## src/rtl/fwgpio_in_wb.sv

```systemverilog
// fwgpio_in_wb: input conditioning in front of the GPIO core's pin_i.
// Each pad is synchronised, debounced and edge-detected; enabled edges are
// latched into PENDING, which drives a level interrupt. A small Wishbone
// target exposes STATE, RISE_EN, FALL_EN and PENDING (write-one-to-clear).
module fwgpio_in_wb #(
    parameter int N_PINS     = 32,
    parameter int DEB_CYCLES = 4
) (
    input  logic              clock,
    input  logic              reset,
    input  logic [3:0]        rt_adr,
    input  logic [31:0]       rt_dat_w,
    output logic [31:0]       rt_dat_r,
    input  logic              rt_cyc,
    input  logic              rt_stb,
    input  logic              rt_we,
    input  logic [3:0]        rt_sel,
    output logic              rt_ack,
    output logic              rt_err,
    input  logic [N_PINS-1:0] pad_i,
    output logic [N_PINS-1:0] pin_o,
    output logic              irq
);

    localparam int CW = (DEB_CYCLES > 0) ? $clog2(DEB_CYCLES + 1) : 1;

    logic [N_PINS-1:0] s1;
    logic [N_PINS-1:0] s2;
    logic [N_PINS-1:0] deb;
    logic [N_PINS-1:0] deb_next;
    logic [N_PINS-1:0] rise;
    logic [N_PINS-1:0] fall;
    logic [N_PINS-1:0] rise_en;
    logic [N_PINS-1:0] fall_en;
    logic [N_PINS-1:0] pending;
    logic [N_PINS-1:0] clr;
    logic [31:0]       byte_mask;
    logic [31:0]       rd_mux;
    logic              accept;
    logic              wr;
    logic              unused_bits;

    // Two-flop synchroniser per pad.
    always_ff @(posedge clock or posedge reset) begin
        if (reset) begin
            s1 <= '0;
            s2 <= '0;
        end else begin
            s1 <= pad_i;
            s2 <= s1;
        end
    end

    generate
        if (DEB_CYCLES == 0) begin : g_bypass
            // No debounce: the second sync stage is the debounced value, so
            // the value it loads next is simply the first stage.
            assign deb      = s2;
            assign deb_next = s1;
        end else begin : g_deb
            logic [CW-1:0] cnt      [N_PINS];
            logic [CW-1:0] cnt_next [N_PINS];

            // Per-pin stability counter; deb only follows s2 after it has
            // differed for DEB_CYCLES consecutive cycles.
            always_comb begin
                for (int i = 0; i < N_PINS; i++) begin
                    cnt_next[i] = cnt[i];
                    deb_next[i] = deb[i];
                    if (s2[i] == deb[i]) begin
                        cnt_next[i] = '0;
                    end else if (cnt[i] == CW'(DEB_CYCLES - 1)) begin
                        deb_next[i] = s2[i];
                        cnt_next[i] = '0;
                    end else begin
                        cnt_next[i] = cnt[i] + CW'(1);
                    end
                end
            end

            // Debounced state and counters.
            always_ff @(posedge clock or posedge reset) begin
                if (reset) begin
                    deb <= '0;
                    for (int i = 0; i < N_PINS; i++) begin
                        cnt[i] <= '0;
                    end
                end else begin
                    deb <= deb_next;
                    for (int i = 0; i < N_PINS; i++) begin
                        cnt[i] <= cnt_next[i];
                    end
                end
            end
        end
    endgenerate

    assign pin_o = deb;
    assign rise  = deb_next & ~deb;
    assign fall  = ~deb_next & deb;

    assign accept    = rt_cyc & rt_stb & ~rt_ack;
    assign wr        = accept & rt_we;
    assign byte_mask = {{8{rt_sel[3]}}, {8{rt_sel[2]}}, {8{rt_sel[1]}}, {8{rt_sel[0]}}};
    assign clr       = (wr && rt_adr[3:2] == 2'd3) ? (rt_dat_w[N_PINS-1:0] & byte_mask[N_PINS-1:0]) : '0;

    // Register read mux; bits above N_PINS read as zero.
    always_comb begin
        rd_mux = '0;
        case (rt_adr[3:2])
            2'd0:    rd_mux[N_PINS-1:0] = deb;
            2'd1:    rd_mux[N_PINS-1:0] = rise_en;
            2'd2:    rd_mux[N_PINS-1:0] = fall_en;
            default: rd_mux[N_PINS-1:0] = pending;
        endcase
    end

    // Enable registers and pending latch; a new edge beats a same-cycle clear.
    always_ff @(posedge clock or posedge reset) begin
        if (reset) begin
            rise_en <= '0;
            fall_en <= '0;
            pending <= '0;
        end else begin
            if (wr && rt_adr[3:2] == 2'd1) begin
                rise_en <= (rise_en & ~byte_mask[N_PINS-1:0]) | (rt_dat_w[N_PINS-1:0] & byte_mask[N_PINS-1:0]);
            end
            if (wr && rt_adr[3:2] == 2'd2) begin
                fall_en <= (fall_en & ~byte_mask[N_PINS-1:0]) | (rt_dat_w[N_PINS-1:0] & byte_mask[N_PINS-1:0]);
            end
            pending <= (pending & ~clr) | (rise & rise_en) | (fall & fall_en);
        end
    end

    // Single-cycle ack with read data captured at acceptance.
    always_ff @(posedge clock or posedge reset) begin
        if (reset) begin
            rt_ack   <= 1'b0;
            rt_dat_r <= '0;
        end else begin
            rt_ack   <= accept;
            rt_dat_r <= accept ? rd_mux : '0;
        end
    end

    assign irq         = |pending;
    assign rt_err      = 1'b0;
    assign unused_bits = ^{rt_adr[1:0], rt_dat_w, byte_mask};

endmodule

```

## config.mk

```make
export PLATFORM = sky130hd
export DESIGN_NAME = fwgpio_in_wb
export DESIGN_NICKNAME = d
export VERILOG_FILES = /design/src/rtl/fwgpio_in_wb.sv
export SDC_FILE = /design/constraint.sdc
export NUM_CORES = 1
export LEC_CHECK = 0
export BUFFER_PORTS_ARGS = -buffer_cell sky130_fd_sc_hd__buf_2
export CAP_MARGIN = 20
export CORE_MARGIN = 2
export CORE_UTILIZATION = 53
export CTS_CLUSTER_DIAMETER = 200
export CTS_CLUSTER_SIZE = 30
export DETAILED_ROUTE_END_ITERATION = 7
export PLACE_DENSITY = 0.73
export SLEW_MARGIN = 5
export SYNTH_ARGS = -nofsm -noshare
export SYNTH_HDL_FRONTEND = slang
export SYNTH_SLANG_ARGS = --single-unit
```

## constraint.sdc

```tcl
create_clock -name clock -period 10.35 [get_ports clock]
set_input_delay 1.035 -clock clock [delete_from_list [all_inputs] [get_ports clock]]
set_output_delay 1.035 -clock clock [all_outputs]
set_load 0.005 [all_outputs]
```

==> flow_metrics.tcl <==
set metrics [dict create \
    yosys_warnings 0 \
    synth_nets 1007 \
    dr.pass1.iters 4 \
    cp-end-kind "primary output" \
    dieArea_um2 26030 \
    synthTopCellsByArea "dfrtp_1 (61%), mux2_2 (8.2%), mux4_2 (5.5%)" \
    finalSetupTns_ns 0 \
    wl_mm 25.06 \
    max_slew.worst_pin.slew_ns 1.011 \
    overflow 0 \
    core_area_um2 24320 \
    fp.dieH_um 161.3 \
    synth_area_um2 13120 \
    cp-start-kind "flip-flop" \
    grt_use_total 0.2003 \
    synthDistinctLibCells 35 \
    syn_inst 898 \
    antenna_found_initial 0 \
    dpl.cell_count 1343 \
    grt_max_degree 113 \
    wl_met2_mm 12.38 \
    insertion_delay_ns 0.50 \
    routed.top_layer "met4" \
    holdBufCountCts 0 \
    finalWorstPathRequiredPeriod_ns 3.156 \
    clock_skew_ns 0.01323 \
    num_rows 57 \
    start_util 0.5395 \
    drt_iter0_markers 497 \
    avgSynthCellArea_um2 14.61 \
    die_w_um 161.3 \
    finalCritPeriodShare 0.3049 \
    outcome "finished clean" \
    startpoint "pending[13]" \
    seq_area_frac_synth 0.6122 \
    critPathMaxFanout 3 \
    ioPinCount 144 \
    synth_top_area_frac 0.6122 \
    cts_sinks 321 \
    hold_viol 0 \
    wl_per_cell_um 18.44 \
    cts_root_buf "clkbuf_16" \
    ant_nets 0 \
    cp.required_ns 9.32 \
    yosysTopAreaCell "dfrtp_1" \
    cts.clk_slew.worst_paths_ns 0.11 \
    cp.arrival_ns 2.12 \
    gp_congestion 0.7612 \
    h-tree-depth 1 \
    post-route-cell-area_um2 14500 \
    max_freq_mhz 316.9 \
    total_power_mw 3.179 \
    regArea_um2 8033 \
    vias 7621 \
    port_buffers 140 \
    critical_path_class "flip-flop to primary output" \
    syn2layout_area_growth_pct 10.48 \
    place_area_um2 14110 \
    cts_buffers 14 \
    ir_worst_vdd_v 0.0001416 \
    post_cts_buffers 0 \
    hold_class "flip-flop to flip-flop" \
    maxCapViolCount 0 \
    routed_via_density 5.608 \
    finalSetupViolCount 0 \
    drt-met1-wl_mm 11.32 \
    clock_path_buffers 3 \
    met3_length_um 996 \
    power_density_nw_per_um2 219.3 \
    cts-resized-gates 0 \
    worstReg2RegStart "rt_ack" \
    slew_violations 0 \
    first_global_vias 7896 \
    hp-start "s1[18]" \
    ys_ff_latch 321 \
    multi_input_area_um2 4898 \
    antenna_cells 0 \
    cts_tree "built" \
    leakage_nw 6.726 \
    relSlewSlack 0.3246 \
    rsz0062_at_grt "false" \
    n_fill_cell 1908 \
    route.detailed.drc 0 \
    final_cells 1359 \
    place_hpwl_mm 16.55 \
    nets 1144 \
    drive_gt1_frac 0.2918 \
    grt_pass1_wl_mm 41.62 \
]
-- cells by family (layout without fill, tap and decap cells) --
kind of cell,count (synthesis),in the layout,synth area share
compound gates,51,51,0.02756
other cells,1,1,0.0002858
mux,128,128,0.1373
fa+ha+maj,32,32,0.03052
flops,321,321,0.6122
xor+xnor,32,32,0.02136
simple gates,304,304,0.1562
buf+inv,29,166,0.01450
-- area by class of cell --
type	count	share of cell area
tap	324	0.02797
inverter	3	0.001295
sequential	321	0.5542
clock inverter	1	0.0007769
clock buffer	15	0.02590
multi-input combinational	548	0.3379
timing repair buffer	147	0.05196
-- Yosys cell counts (all sizes together) --
master and instances:
dfrtp 321, mux2 96, nor2b 65, nor3b 56
nand3b 53, nand2 34, nand4 34, ha 32
mux4 32, xnor2 32, nor3 28, a22o 23
buf 22, o21ai 19, and3b 9, nand2b 8
nor4 8, o21a 7, clkbuf 4, nand3 4
inv 3, nand4b 2, a21o 1, a21oi 1
and2 1, and4b 1, conb 1, or2 1
-- per-stage QoR --
stage          hold WS, ns  worst slack [ns]    util
2_1_floorplan       0.3312            0.4304       -
3_3_place_gp        0.3320             6.730  0.5801
5_1_grt             0.3546             6.927  0.5960
4_1_cts             0.3540             7.103  0.5960
3_5_place_dp        0.3347             6.707  0.5801
6_report            0.3539             7.194  0.5960
-- worst max-delay path: stages (launching register included) --
cell and delay (ns):
dfrtp_1 0.42, nor4_1 0.48, nand4_1 0.23, or2_2 0.36, buf_2 0.13
-- metal layers --
layer,vias to the layer above,track usage
met4,0,0.04748
li1,3529,-
met1,3910,0.2889
met2,156,0.3275
met5,-,0
met3,26,0.02773
-- cells in the final DEF, fill, tap and decap left out, types with 25 or more instances in the layout --
| cell type | Yosys | final |
|---|---|---|
| dfrtp_1 | 321 | 321 |
| nand4_1 | 34 | 34 |
| nor3_1 | 25 | 25 |
| nand2_1 | 34 | 34 |
| nand3b_1 | 53 | 53 |
| nor3b_1 | 56 | 56 |
| buf_2 | 10 | 140 |
| nor2b_1 | 65 | 65 |
| ha_1 | 32 | 32 |
| mux4_2 | 32 | 32 |
| xnor2_1 | 32 | 32 |
| mux2_2 | 95 | 95 |
-- final timing paths --
check / to / slack [ns] / cells past startpoint
worst max-delay path: irq / 7.19 / 4
worst max register to register: flip-flop / 8.07 / 3
max in group asynchronous: pin_o[1] / 7.39 / 4
worst min register to register: s2[18] / 0.35 / 0
min in group asynchronous: rt_dat_r[13] / 0.68 / 2
worst min-delay path: s2[18] / 0.35 / 0
-- power breakdown --
group | internal [mW] | switching [mW]
Combinational | 0.451 | 0.322
Clock | 0.265 | 0.371
Sequential | 1.53 | 0.238
Power figures use the tool's default switching activity.
